File: src/rtl/mips_bus_mem_ctrl_if.sv
// CPU-side memory bus between a MIPS core (master) and the memory controller (slave).
interface mips_bus_mem_ctrl_if;
  logic [31:0] address;
  logic        read;
  logic        write;
  logic [31:0] writedata;
  logic [3:0]  byteenable;
  logic        waitrequest;
  logic [31:0] readdata;

  modport master (
    output address, read, write, writedata, byteenable,
    input  waitrequest, readdata
  );

  modport slave (
    input  address, read, write, writedata, byteenable,
    output waitrequest, readdata
  );
endinterface

File: src/rtl/mips_bus_mem_ctrl.sv
// Memory controller: decodes CPU bus requests onto a program RAM (0xBFC0_0000)
// and a stack RAM (0x0000_0000), both 4K words with 1-cycle read latency.
// Partial-byte writes are done as read-modify-write; illegal requests set a
// sticky fault flag and complete immediately with zero data.
module mips_bus_mem_ctrl #(
  parameter int unsigned WAIT_CYCLES = 0
) (
  input  logic                clk,
  input  logic                reset,
  mips_bus_mem_ctrl_if.slave  bus,
  output logic [11:0]         prog_addr,
  output logic                prog_read,
  output logic                prog_write,
  output logic [31:0]         prog_writedata,
  input  logic [31:0]         prog_readdata,
  output logic [11:0]         stack_addr,
  output logic                stack_read,
  output logic                stack_write,
  output logic [31:0]         stack_writedata,
  input  logic [31:0]         stack_readdata,
  output logic                fault
);

  typedef enum logic [1:0] {IDLE, RMW, WAIT, DONE} state_t;

  localparam logic [3:0] WAIT_INIT = 4'(WAIT_CYCLES);

  state_t      state_reg;
  logic [11:0] addr_reg;
  logic [31:0] wdata_reg;
  logic [3:0]  be_reg;
  logic        region_reg;     // 1 = program RAM, 0 = stack RAM
  logic        is_read_reg;
  logic [3:0]  cnt_reg;
  logic        first_reg;      // first WAIT cycle: RAM read data is valid now
  logic [31:0] data_reg;
  logic [31:0] readdata_reg;
  logic        fault_reg;

  // Request decode on the live bus inputs (only used while IDLE).
  logic req, in_stack, in_prog, illegal, be_full, be_none;
  assign req      = bus.read | bus.write;
  assign in_stack = bus.address < 32'h0000_4000;
  assign in_prog  = (bus.address >= 32'hBFC0_0000) && (bus.address < 32'hBFC0_4000);
  assign illegal  = (!in_stack && !in_prog) || (bus.address[1:0] != 2'b00) ||
                    (bus.read && bus.write);
  assign be_full  = bus.byteenable == 4'b1111;
  assign be_none  = bus.byteenable == 4'b0000;

  // Read data returned by whichever RAM the latched request targets.
  logic [31:0] ram_q;
  assign ram_q = region_reg ? prog_readdata : stack_readdata;

  // Byte-lane merge for read-modify-write.
  logic [31:0] merged;
  for (genvar gi = 0; gi < 4; gi++) begin : g_lane
    assign merged[8*gi +: 8] = be_reg[gi] ? wdata_reg[8*gi +: 8] : ram_q[8*gi +: 8];
  end

  // RAM strobes: issued from IDLE on acceptance and from RMW for the merged write.
  logic        ram_rd, ram_wr, tgt_prog;
  logic [11:0] ram_addr;
  logic [31:0] ram_wdata;
  always_comb begin
    ram_rd    = 1'b0;
    ram_wr    = 1'b0;
    tgt_prog  = 1'b0;
    ram_addr  = '0;
    ram_wdata = '0;
    if (!reset) begin
      case (state_reg)
        IDLE: begin
          if (req && !illegal) begin
            tgt_prog = in_prog;
            ram_addr = bus.address[13:2];
            if (bus.read) begin
              ram_rd = 1'b1;
            end else if (be_full) begin
              ram_wr    = 1'b1;
              ram_wdata = bus.writedata;
            end else if (!be_none) begin
              ram_rd = 1'b1;
            end
          end
        end
        RMW: begin
          tgt_prog  = region_reg;
          ram_addr  = addr_reg;
          ram_wr    = 1'b1;
          ram_wdata = merged;
        end
        default: ;
      endcase
    end
  end

  // Route strobes to the addressed RAM only; the other RAM sees all zeros.
  always_comb begin
    prog_read       = ram_rd & tgt_prog;
    prog_write      = ram_wr & tgt_prog;
    stack_read      = ram_rd & ~tgt_prog;
    stack_write     = ram_wr & ~tgt_prog;
    prog_addr       = (prog_read | prog_write) ? ram_addr : 12'd0;
    stack_addr      = (stack_read | stack_write) ? ram_addr : 12'd0;
    prog_writedata  = prog_write ? ram_wdata : 32'd0;
    stack_writedata = stack_write ? ram_wdata : 32'd0;
  end

  // Transfer FSM: accept in IDLE, optional RMW, WAIT countdown, one DONE cycle.
  always_ff @(posedge clk or posedge reset) begin
    if (reset) begin
      state_reg    <= IDLE;
      addr_reg     <= '0;
      wdata_reg    <= '0;
      be_reg       <= '0;
      region_reg   <= 1'b0;
      is_read_reg  <= 1'b0;
      cnt_reg      <= '0;
      first_reg    <= 1'b0;
      data_reg     <= '0;
      readdata_reg <= '0;
      fault_reg    <= 1'b0;
    end else begin
      readdata_reg <= '0;
      case (state_reg)
        IDLE: begin
          if (req) begin
            addr_reg    <= bus.address[13:2];
            wdata_reg   <= bus.writedata;
            be_reg      <= bus.byteenable;
            region_reg  <= in_prog;
            is_read_reg <= bus.read;
            cnt_reg     <= WAIT_INIT;
            first_reg   <= 1'b1;
            if (illegal) begin
              fault_reg <= 1'b1;
              state_reg <= DONE;
            end else if (bus.read || be_full) begin
              state_reg <= WAIT;
            end else if (be_none) begin
              state_reg <= DONE;
            end else begin
              state_reg <= RMW;
            end
          end
        end
        RMW: state_reg <= WAIT;
        WAIT: begin
          first_reg <= 1'b0;
          if (first_reg) data_reg <= ram_q;
          if (cnt_reg == 4'd0) begin
            state_reg <= DONE;
            if (is_read_reg) readdata_reg <= first_reg ? ram_q : data_reg;
          end else begin
            cnt_reg <= cnt_reg - 4'd1;
          end
        end
        default: state_reg <= IDLE;
      endcase
    end
  end

  assign bus.waitrequest = !reset && req && (state_reg != DONE);
  assign bus.readdata    = readdata_reg;
  assign fault           = fault_reg;

endmodule
File: src/flat_wrapper.sv
// flat-port wrapper written by rule: the top's interface ports become plain ports
module mips_bus_mem_ctrl_flat 
#(
  parameter int unsigned WAIT_CYCLES = 0
)
  (clk, reset, prog_addr, prog_read, prog_write, prog_writedata, prog_readdata, stack_addr, stack_read, stack_write, stack_writedata, stack_readdata, fault, bus_address, bus_read, bus_write, bus_writedata, bus_byteenable, bus_waitrequest, bus_readdata);
  mips_bus_mem_ctrl_if bus_i ();
  input  logic clk;
  input  logic reset;
  output logic [11:0] prog_addr;
  output logic prog_read;
  output logic prog_write;
  output logic [31:0] prog_writedata;
  input  logic [31:0] prog_readdata;
  output logic [11:0] stack_addr;
  output logic stack_read;
  output logic stack_write;
  output logic [31:0] stack_writedata;
  input  logic [31:0] stack_readdata;
  output logic fault;
  input wire logic [$bits(bus_i.address)-1:0] bus_address;
  input wire logic [$bits(bus_i.read)-1:0] bus_read;
  input wire logic [$bits(bus_i.write)-1:0] bus_write;
  input wire logic [$bits(bus_i.writedata)-1:0] bus_writedata;
  input wire logic [$bits(bus_i.byteenable)-1:0] bus_byteenable;
  output wire logic [$bits(bus_i.waitrequest)-1:0] bus_waitrequest;
  output wire logic [$bits(bus_i.readdata)-1:0] bus_readdata;
  assign bus_i.address = bus_address;
  assign bus_i.read = bus_read;
  assign bus_i.write = bus_write;
  assign bus_i.writedata = bus_writedata;
  assign bus_i.byteenable = bus_byteenable;
  assign bus_waitrequest = bus_i.waitrequest;
  assign bus_readdata = bus_i.readdata;
  mips_bus_mem_ctrl #(.WAIT_CYCLES(WAIT_CYCLES)) u_core (.clk(clk), .reset(reset), .bus(bus_i), .prog_addr(prog_addr), .prog_read(prog_read), .prog_write(prog_write), .prog_writedata(prog_writedata), .prog_readdata(prog_readdata), .stack_addr(stack_addr), .stack_read(stack_read), .stack_write(stack_write), .stack_writedata(stack_writedata), .stack_readdata(stack_readdata), .fault(fault));
endmodule
File: config.mk
export PLATFORM = sky130hd
export DESIGN_NAME = mips_bus_mem_ctrl_flat
export DESIGN_NICKNAME = d
export VERILOG_FILES = /design/src/rtl/mips_bus_mem_ctrl_if.sv /design/src/rtl/mips_bus_mem_ctrl.sv /design/src/flat_wrapper.sv
export SDC_FILE = /design/constraint.sdc
export NUM_CORES = 1
export LEC_CHECK = 0
export ABC_AREA = 1
export CORE_MARGIN = 2
export CORE_UTILIZATION = 55
export CTS_CLUSTER_SIZE = 28
export DETAILED_ROUTE_END_ITERATION = 8
export DONT_BUFFER_PORTS = 1
export PLACE_DENSITY = 0.73
export RECOVER_POWER = 25
export SKIP_CTS_REPAIR_TIMING = 1
export SLEW_MARGIN = 20
export SYNTH_ARGS = -nofsm -noshare
export SYNTH_HDL_FRONTEND = slang
export SYNTH_SLANG_ARGS = --single-unit
File: constraint.sdc
create_clock -name clk -period 6.95 [get_ports clk]
set_input_delay 1.39 -clock clk [delete_from_list [all_inputs] [get_ports clk]]
set_output_delay 1.39 -clock clk [all_outputs]
set_load 0.005 [all_outputs]
# Word level (Yosys, flattened, before mapping)
# Cells that the tools add are included.
dict set report totals {
  in_bits 136
  word_cells 99
  register_bits 122
  out_inout_bits 126
}
dict set report op_classes {
  add_sub_neg 1
  eq_ne 7
  n_bitwise 8
  n_lt_le_gt_ge 3
  reduce_logical 23
  muxes 46
}
# cell n
set op_table {}
lappend op_table {{$mux 32} 11}
lappend op_table {{$pmux 32 s2} 1}
lappend op_table {{$mux 12} 4}
lappend op_table {{$ge 32x32->1 const B} 1}
lappend op_table {{$lt 32x15->1 const B} 1}
lappend op_table {{$lt 32x32->1 const B} 1}
lappend op_table {{$mux 8} 4}
lappend op_table {{$pmux 12 s2} 1}
lappend op_table {{$mux 1} 13}
lappend op_table {{$mux 2} 5}
lappend op_table {{$logic_not 4->1} 2}
lappend op_table {{$mux 4} 2}
lappend op_table {{$pmux 4 s2} 1}
lappend op_table {{$logic_and 1x1->1} 6}
lappend op_table {{$pmux 1 s2} 3}
lappend op_table {{$pmux 2 s3} 1}
lappend op_table {{$reduce_and 2->1} 3}
lappend op_table {{$reduce_and 3->1} 2}
lappend op_table {{$and 1x1->1} 4}
lappend op_table {{$eq 4x4->1 const B} 1}
lappend op_table {{$logic_not 1->1} 4}
lappend op_table {{$ne 2x1->1 const B} 2}
lappend op_table {{$ne 2x2->1 const B} 2}
lappend op_table {{$reduce_bool 2->1} 2}
lappend op_table {{other kinds (7)} 11}

# Depth between registers and ports, before layout
# Gate-level depths: netlist of the first run.
dict set report depth {
  depth_word 15
  depth_mapped 12
  depth_no_buf 11
}

# Worst setup path before layout of the first run
# No wires, ideal clock.
dict set report synth_path {
  path_kind {in2out}
  startpoint {input port reset}
  endpoint {output port prog_writedata[22]}
  arrival_time_ns 5.747
  path_stages 4
  path_slack_ns -0.187
  t_required_ns 5.560
  path_buffers 1
  cell_sequence {inv_2 > buf_1 > nand2_1 > nor2_1}
}
dict set report synth_via {
  elab_chain_cells 3
  elab_cells_between_ends 5
  cone_classes {mux (4); bitwise (1)}
}
# element line
set synth_lines {}
lappend synth_lines {{start, declared} flat_wrapper.sv:9} ;# input logic reset;
lappend synth_lines {{$mux 1} mips_bus_mem_ctrl.sv:70} ;# if (!reset) begin
lappend synth_lines {{$and 1x1->1} mips_bus_mem_ctrl.sv:100} ;# prog_write = ram_wr & tgt_prog;
lappend synth_lines {{$mux 32 *} mips_bus_mem_ctrl.sv:105} ;# prog_writedata = prog_write ? ram_wdata : 32'd0;
lappend synth_lines {{end, declared} flat_wrapper.sv:13} ;# output logic [31:0] prog_writedata;
# Mark *: on every way between the ends. The rest lies on a longest branch, timed or not.

# Worst setup path after layout of the first run
dict set report layout_path {
  startpoint {input port bus_read}
  endpoint {output port stack_addr[7]}
}
dict set report layout_via {
  elab_chain_cells 11
  elab_cells_between_ends 24
  cone_classes {mux (15); bitwise (5); reduce/logical (4)}
}
# element line
set layout_lines {}
lappend layout_lines {{start, declared} flat_wrapper.sv:22} ;# input wire logic [$bits(bus_i.read)-1:0] bus_read;
lappend layout_lines {{$logic_and 1x1->1} mips_bus_mem_ctrl.sv:46} ;# (bus.read && bus.write);
lappend layout_lines {{$logic_or 1x1->1} mips_bus_mem_ctrl.sv:45} ;# assign illegal = (!in_stack && !in_prog) || (bus.address[1:0] != 2'b00) ||
lappend layout_lines {{$logic_not 1->1} mips_bus_mem_ctrl.sv:73} ;# if (req && !illegal) begin
lappend layout_lines {{$logic_and 1x1->1} mips_bus_mem_ctrl.sv:73}
lappend layout_lines {{$mux 1} mips_bus_mem_ctrl.sv:73}
lappend layout_lines {{$pmux 1 s2} mips_bus_mem_ctrl.sv:71} ;# case (state_reg)
lappend layout_lines {{$mux 1} mips_bus_mem_ctrl.sv:70}
lappend layout_lines {{$not 1->1} {mips_bus_mem_ctrl.sv:101, mips_bus_mem_ctrl.sv:102}}
lappend layout_lines {{$and 1x1->1, on equally long branches} {mips_bus_mem_ctrl.sv:101, mips_bus_mem_ctrl.sv:102}}
lappend layout_lines {{$or 1x1->1} mips_bus_mem_ctrl.sv:104} ;# stack_addr = (stack_read | stack_write) ? ram_addr : 12'd0;
lappend layout_lines {{$mux 12 *} mips_bus_mem_ctrl.sv:104}
lappend layout_lines {{end, declared} flat_wrapper.sv:15} ;# output logic [11:0] stack_addr;
# Marks and branches as above.

==> results.ini, run 1 <==
[layout]
post-route-util_pct=60.56
design_area_sq_mm=0.007244
final_nets=1007
final_common_cell=nand2_1
antenna_cells=0
layout-area-overhead-vs-synth_pct=7.781
final_cell_mix=nand2_1, nor2_1, o21ai_0
drive_gt1_share_pct=6.485

[grt]
grt_use_total_pct=27.37
grt_start_max_net_pins=114
antenna_found_initial=0
grt_pass1_wl_microns=27630
grt_pass1_vias=5419
overflow=0

[critical_path]
rr_endpoint=u_core.data_reg[7]$_DFFE_PP0P_
cp_max_fo=89
crit_required_ns=5.56
reg2reg_setup_slack_ns=4.30
worst_ep_arrival_time_ns=3.87
reg2regPathDepth=4
max_stage_delay_ns=0.59
crit_chain=nor2_2 -> inv_2 -> nand2_4 -> nor2_2 -> nand3_2 -> nand2_2 -> nand2_4 -> a21oi_1
cp-start-kind=primary input
critical_path.slowest_cell=nand3_2
critPathCaptureType=output port
critical_path.top_delay_family=simple AND/OR/NAND/NOR gates
r2r_start=u_core.region_reg$_DFFE_PP0P_
critical_path_buf_inv_count=1
worstSetupPathType=primary input to output port

[synthesis]
ys_types=31
yosysTopAreaCellShare_pct=45.42
ys_warn_count=0
ys_async_sr_fraction_pct=100.0
ys_seq_elements=122
ys_seq_area_share_pct=45.42
synth_area_sq_mm=0.006721
synth_edf_count=0
synth_area_per_cell_sq_um=7.460
synth_top_area_cell=dfrtp_1
synth_cells=901
synthTopCellsByArea=dfrtp_1, nand2_1, o21ai_0
syn_nets=1042
synth_flop_cell=dfrtp_1

[sta]
setup_tns_ns=0
hold_viol=0
fin_crit_ns=5.262
slew_viol_final=35
rsz0062_at_grt=false
clock.fmax_ghz=0.1900
slew_headroom_pct=-26.45
setup_viol=0
period_share_pct=75.71
final.setup_skew_ns=0.01204
tightest_slew_ns=1.897

[worst_hold_path]
min_path_cells=2
hp-start=u_core.addr_reg[0]$_DFFE_PP0P_
hold_end=u_core.addr_reg[0]$_DFFE_PP0P_
hp-class=flop to flop

[drt]
totalWireLength_microns=17800
final_antenna_net_count=0
drt_iter0_drc=631
viasPerCell=5.711
drc=0
dr.pass1.iters=7
wl_per_cell_microns=17.35
vias=5859

[floorplanning]
start_util_pct=56.19
core-area_sq_mm=0.01196
fp.dieW_microns=114.5
dieArea_sq_mm=0.01312
die_h_microns=114.5
std_cell_rows=40
num_io_pins=262

[clocking]
path_clk_slew_ns=0.06
root_buffer=clkbuf_16
cts_buffer_depth=2
clock_latency_ns=0.42
cts_tree=done
cts-buffers-inserted=17
cts.sinks=122
htreeDepth=4

[power_and_ir_drop]
peakVddDrop_v=0.0003996
leakage_nw=3.250
power_mw=3.042
p_per_area_mw_per_mm2=419.8

[placement]
dp_hpwl_microns=12400
postPlaceCellArea_sq_mm=0.006651
gp_congestion=0.9126
io_buffers=0

[run]
drv_cap=1

[run_status]
status=finished, violations left
failed_checks=capacitance limit, slew limit

-- routing by layer --
layer | GRT usage [%] | up-vias | share of wire, %
met5 | 0 | - | 0
met4 | 8.943 | 0 | 1.6
met3 | 6.988 | 22 | 7.6
met2 | 42.37 | 277 | 47
met1 | 37.77 | 2729 | 44
li1 | - | 2831 | -
-- power by group --
part           leakage [nW]  total [mW]  switching, mW  internal (mW)
logic                  1.41       0.988          0.676          0.313
registers              1.55        1.17          0.184          0.986
clock network         0.288       0.884          0.316          0.568
total                  3.25        3.04           1.18           1.87
-- layout make-up --
cell class | instances | area (sq um)
fillers | 1092 | 4717
multi-input cells | 657 | 3141
flip-flops and latches | 122 | 3054
clock buffers | 19 | 442.9
inverters | 65 | 249.0
well taps | 147 | 183.9
clock inverters | 13 | 151.4
repair buffers | 3 | 22.52
-- per-stage QoR --
stage / cells / hold slack (ns) / worst slack [ns]
5_1_grt: 1026 / 0.5044 / 1.469
6_report: 1026 / 0.4828 / 1.688
2_1_floorplan: 901 / 0.4478 / 0.1351
3_3_place_gp: 994 / 0.4620 / 1.805
4_1_cts: 1026 / 0.4841 / 1.695
3_5_place_dp: 994 / 0.4680 / 1.722
-- worst max path at each step --
stage              from            endpoint  slack (ns)  cells past startpoint
2_1_floorplan     reset  prog_writedata[22]        0.14                      4
3_3_place_gp   bus_read       stack_addr[7]        1.80                      8
3_5_place_dp   bus_read       stack_addr[7]        1.72                      8
4_1_cts        bus_read       stack_addr[7]        1.70                      8
5_1_grt        bus_read       stack_addr[0]        1.47                      8
6_report       bus_read       stack_addr[7]        1.69                      8
-- cell families (layout without fill, tap and decap cells) --
| group | count (synthesis) | count (layout) | share of synthesized area [%] |
|---|---|---|---|
| and+or+nand+nor | 418 | 418 | 24.52 |
| DFF | 122 | 122 | 45.42 |
| xor gates and xnor gates | 1 | 1 | 0.1303 |
| muxes | 32 | 32 | 4.765 |
| buffers and inverters | 122 | 100 | 7.893 |
| AOI/OAI and AO/OA | 201 | 201 | 16.34 |
| adders and majority gates | 5 | 5 | 0.9308 |
-- worst reg2reg max path, stage by stage (launching register included) --
cell,delay (ns)
dfrtp_1,1.62
mux2i_1,0.56
nand2_1,0.08
o21ai_0,0.13
o21ai_0,0.11
-- Yosys cell counts, drive strengths merged (2+ instances only) --
| master | n |
|---|---|
| inv | 63 |
| o211ai | 32 |
| o21bai | 2 |
| mux2i | 32 |
| a21oi | 13 |
| dfrtp | 122 |
| clkbuf | 28 |
| clkinv | 2 |
| nand2 | 266 |
| buf | 29 |
| nor2 | 135 |
| nand3 | 8 |
| nor3 | 6 |
| ha | 5 |
| o21ai | 152 |
(Power assumes the default switching activity.)
==> inputs of run 2 (changes only) <==
- clock period: 6.95 -> 4.4 ns (I/O delays scaled with it)
==> run 2 against run 1 <==
The run still ends with capacitance limit, slew limit left. Clock-buffer cell count down 2. Power up 59%. Worst setup slack worse by 1.1 ns. Critical path depth unchanged. Wire length down 0.99%. Global-route usage down 0.65 points. Clock power up 63%. Register-to-register slack worse by 2.4 ns. Combinational power up 59%. Sequential power up 57%. Flip-flop and latch count unchanged. Clock skew down 0.0032 ns. Critical path type is now flop to output port. Critical endpoint is now stack_addr[6].
==> results.ini, run 2 (synthesis results as in run 1) <==
[run_status]
status=finished, violations left
failed_checks=capacitance limit, slew limit

[layout]
fill_cells=1073
post-route-util_pct=61.04
drive_gt1_share_pct=6.916
final_cell_mix=nand2_1, nor2_1, o21ai_0
layout-area-overhead-vs-synth_pct=8.619
antenna_cells=0
final_nets=1010
final_common_cell=nand2_1

[sta]
setup_viol=0
tightest_slew_ns=1.930
fin_crit_ns=3.794
rsz0062_at_grt=false
clock.fmax_ghz=0.2636
slew_viol_final=37
slew_headroom_pct=-28.70
period_share_pct=86.22
final.setup_skew_ns=0.008800
hold_viol=0
setup_tns_ns=0

[grt]
grt_start_max_net_pins=87
grt_pass1_vias=5346
gr-usage-met3_pct=6.194
met1_usage_pct=36.05
grt_use_total_pct=26.73
grt_pass1_wl_microns=26920
antenna_found_initial=0
met2_usage_pct=42.45
overflow=0
grt.busiest_layer=met2

[floorplanning]
dieArea_sq_mm=0.01312
std_cell_rows=40
die_h_microns=114.5
num_io_pins=262
start_util_pct=56.19
fp.dieW_microns=114.5
core-area_sq_mm=0.01196

[drt]
wl_per_cell_microns=17.13
drc=0
final_antenna_net_count=0
drt_iter0_drc=649
dr.pass1.iters=5
vias=5891
viasPerCell=5.725
totalWireLength_microns=17630

[placement]
dp_hpwl_microns=12650
gp_congestion=0.9041
io_buffers=0

[clocking]
htreeDepth=4
cts_tree=done
path_clk_slew_ns=0.06
cts-buffers-inserted=17
cts_buffer_depth=2
clock_latency_ns=0.42
root_buffer=clkbuf_16
cts.sinks=122

[critical_path]
crit_required_ns=3.52
worst_ep_arrival_time_ns=2.91
cp-start-kind=flop
critPathCaptureType=output port
cp_max_fo=45
worstSetupPathType=flop to output port

[power_and_ir_drop]
peakVddDrop_v=0.0003075
p_per_area_mw_per_mm2=664.3
leakage_nw=3.270

[worst_hold_path]
hp-class=primary input to asynchronous set/reset pin

[run]
drv_cap=1

-- run 2: changes by cell type in the layout (fill, tap and decap cells not counted), sizes merged --
cell and delta:
inv +3, buf +2, clkbuf -1, clkinvlp -1
-- run 2: worst max-delay path, cell delays in order, from the launching register on --
cell and delay [ns]:
dfrtp_1 0.44, inv_1 0.11, ha_1 0.28, nand2_4 0.26, nor2_2 0.20, nand3_2 0.31
nand2_2 0.26, nand2_4 0.30, a21oi_1 0.31
-- run 2: final cells by class --
class / count / area [sq um] / share of cell area (%)
clock inverters: 15 / 192.7 / 2.639
inverters: 65 / 249.0 / 3.410
well taps: 147 / 183.9 / 2.519
clock buffers: 17 / 425.4 / 5.827
flip-flops and latches: 122 / 3055 / 41.85
multi-input cells: 657 / 3141 / 43.02
repair buffers: 6 / 53.80 / 0.7369
-- run 2: routing by layer --
metal	vias to the layer above	part of all wire, %
met1	2771	43
met2	257	48
li1	2845	-
met4	0	1.4
met5	-	0
met3	18	7.1
-- run 2: final timing paths --
check | from | endpoint | slack [ns] | depth (start not counted)
setup reg to reg | u_core.state_reg[1]$_DFFE_PP0P_ | u_core.cnt_reg[3]$_DFFE_PP0P_ | 1.90 | 9
min in group clk | u_core.be_reg[0]$_DFFE_PP0P_ | u_core.be_reg[0]$_DFFE_PP0P_ | 0.48 | 2
hold / removal | reset | u_core.fault$_DFFE_PP0P_ | 0.34 | 1
max in group asynchronous | reset | u_core.first_reg$_DFFE_PP0P_ | 1.76 | 2
hold reg to reg | u_core.be_reg[0]$_DFFE_PP0P_ | u_core.be_reg[0]$_DFFE_PP0P_ | 0.48 | 2
setup / recovery | u_core.state_reg[1]$_DFFE_PP0P_ | stack_addr[6] | 0.61 | 8
-- run 2: through the flow --
stage	total power [mW]	hold slack, ns	cells	worst slack [ns]	instance area (sq um)
2_1_floorplan	3.065	0.4478	901	0.2360	6729
3_3_place_gp	3.328	0.4615	997	0.9969	6686
4_1_cts	4.871	0.3430	1029	0.5827	7305
6_report	4.850	0.3376	1029	0.6061	7301
3_5_place_dp	3.423	0.4662	997	0.9038	6686
5_1_grt	5.226	0.3511	1029	0.3669	7301
-- run 2: power by group --
part | switching [mW] | internal [mW]
Combinational | 1.07 | 0.503
Sequential | 0.288 | 1.56
Clock | 0.536 | 0.901
==> inputs of run 3 (changes only) <==
- ABC_AREA: 1 -> unset
- CORE_UTILIZATION: 55 -> 30
- CTS_CLUSTER_SIZE: 28 -> 40
- PLACE_DENSITY: 0.73 -> unset
==> run 3 against run 2 <==
Global-route usage is 9.5 points lower. Critical path depth down 1. Register-to-register slack worse by 1.3 ns. The run still ends with capacitance limit, slew limit left. Synthesized area fell by 1.3%. Clock skew is 0.0047 ns higher. Hold slack better by 0.13 ns.
==> results.ini, run 3 <==
[drt]
viasPerCell=5.357
drc=0
wl_per_cell_microns=18.85
dr.pass1.iters=5
totalWireLength_microns=20380
drt_iter0_drc=328
vias=5791
final_antenna_net_count=0

[floorplanning]
die_h_microns=152.7
num_io_pins=262
start_util_pct=30.48
core-area_sq_mm=0.02176
std_cell_rows=54
dieArea_sq_mm=0.02331
fp.dieW_microns=152.7

[power_and_ir_drop]
leakage_nw=2.889
peakVddDrop_v=0.0002534
p_per_area_mw_per_mm2=652.5

[sta]
fin_crit_ns=4.165
slew_viol_final=65
period_share_pct=94.66
holdWs_ns=0.4716
setup_viol=0
setup_tns_ns=0
rsz0062_at_grt=false
tightest_slew_ns=3.213
clock.fmax_ghz=0.2401
hold_viol=0
slew_headroom_pct=-114.3
final.setup_skew_ns=0.01348

[synthesis]
synth_most_common_cell=nand2_1
syn_nets=964
synth_area_per_cell_sq_um=8.058
ys_seq_elements=122
ys_warn_count=0
synth_edf_count=0
yosysTopAreaCellShare_pct=46.04
synth_flop_cell=dfrtp_1
synth_cells=823
ys_seq_area_share_pct=46.04
synth_area_sq_mm=0.006631
synthTopCellsByArea=dfrtp_1, nand2_1, a211oi_1
ys_async_sr_fraction_pct=100.0
synthTopCellsByCount=nand2_1, dfrtp_1, a211oi_1, nor2_1, clkbuf_1
ys_types=38
synth_top_area_cell=dfrtp_1

[run_status]
status=finished, violations left
failed_checks=capacitance limit, slew limit

[grt]
overflow=0
grt_start_max_net_pins=74
antenna_found_initial=0
grt_pass1_vias=5547
grt_pass1_wl_microns=31590
grt_use_total_pct=17.23

[placement]
io_buffers=0
gp_congestion=0.8374
dp_hpwl_microns=14090

[layout]
fill_cells=2328
antenna_cells=0
post-route-util_pct=34.78
final_cell_mix=nand2_1, dfrtp_1, a211oi_1
final_nets=929
final_common_cell=nand2_1
seqCellArea_sq_mm=0.003055
layout-area-overhead-vs-synth_pct=14.11
drive_gt1_share_pct=7.740
multi_input_area_sq_mm=0.003368

[clocking]
path_clk_slew_ns=0.05
htreeDepth=4
clock_latency_ns=0.42
cts-buffers-inserted=17
cts_tree=done
cts.sinks=122
cts_buffer_depth=2
root_buffer=clkbuf_16

[critical_path]
cp_max_fo=34
worst_ep_arrival_time_ns=3.28
crit_required_ns=3.52
critPathCaptureType=output port
worstSetupPathType=primary input to output port
cp-start-kind=primary input

[run]
drv_cap=1

[worst_hold_path]
hp-class=flop to flop

[run 3: worst paths after layout]
kind / start / to / slack [ns] / cells after the start
max: bus_address[14] / prog_writedata[31] / 0.24 / 7
min in group asynchronous: reset / u_core.be_reg[0]$_DFFE_PP0P_ / 0.55 / 2
max reg2reg: u_core.state_reg[0]$_DFFE_PP0P_ / u_core.data_reg[15]$_DFFE_PP0P_ / 0.63 / 4
max in group asynchronous: reset / u_core.first_reg$_DFFE_PP0P_ / 2.28 / 3
min reg2reg: u_core.wdata_reg[11]$_DFFE_PP0P_ / u_core.wdata_reg[11]$_DFFE_PP0P_ / 0.47 / 2
min: u_core.wdata_reg[11]$_DFFE_PP0P_ / u_core.wdata_reg[11]$_DFFE_PP0P_ / 0.47 / 2
[run 3: stage by stage]
stage	setup WS, ns	total power [mW]	cells	cell area [sq um]
3_5_place_dp	0.3325	3.545	1049	6972
3_3_place_gp	0.2868	3.484	1049	6970
6_report	0.2350	4.938	1081	7567
2_1_floorplan	-0.1519	3.094	823	6746
4_1_cts	0.2956	4.994	1081	7572
5_1_grt	0.1462	5.335	1081	7567
[run 3: cell type report]
class,count,area share (%)
multi-input cells,621,44.51
flip-flops and latches,122,40.38
clock buffers,19,5.721
well taps,280,4.630
clock inverters,13,2.216
repair buffers,15,1.984
inverters,11,0.5622
[run 3: cell families (layout without fill, tap and decap cells)]
group | Yosys count | after routing | share of synthesized area, %
adders and majority gates | 5 | 5 | 0.9434
and+or+nand+nor | 376 | 376 | 22.40
muxes | 35 | 35 | 5.283
buffers and inverters | 80 | 58 | 4.585
xor gates and xnor gates | 1 | 1 | 0.1321
DFF | 122 | 122 | 46.04
AOI/OAI and AO/OA | 204 | 204 | 20.62
[run 3: report_power, final]
group	total [mW]	internal [mW]	switching, mW
combinational	1.60	0.536	1.06
sequential	1.91	1.58	0.322
clock	1.43	0.894	0.537
[run 3: metal layers]
layer | GRT usage [%] | wire length, microns | up-vias
met1 | 23.19 | 9339 | 2792
met3 | 4.124 | 1129 | 15
li1 | - | - | 2777
met2 | 27.72 | 9643 | 207
met5 | 0 | 0 | -
met4 | 4.894 | 264 | 0
[run 3: worst max-delay path, cell delays in order]
cell       delay (ns)
or3_1            0.37
or4_1            0.65
a2111oi_4        0.41
buf_12           0.27
nand2_1          0.11
a211oi_1         0.40
buf_4            0.19
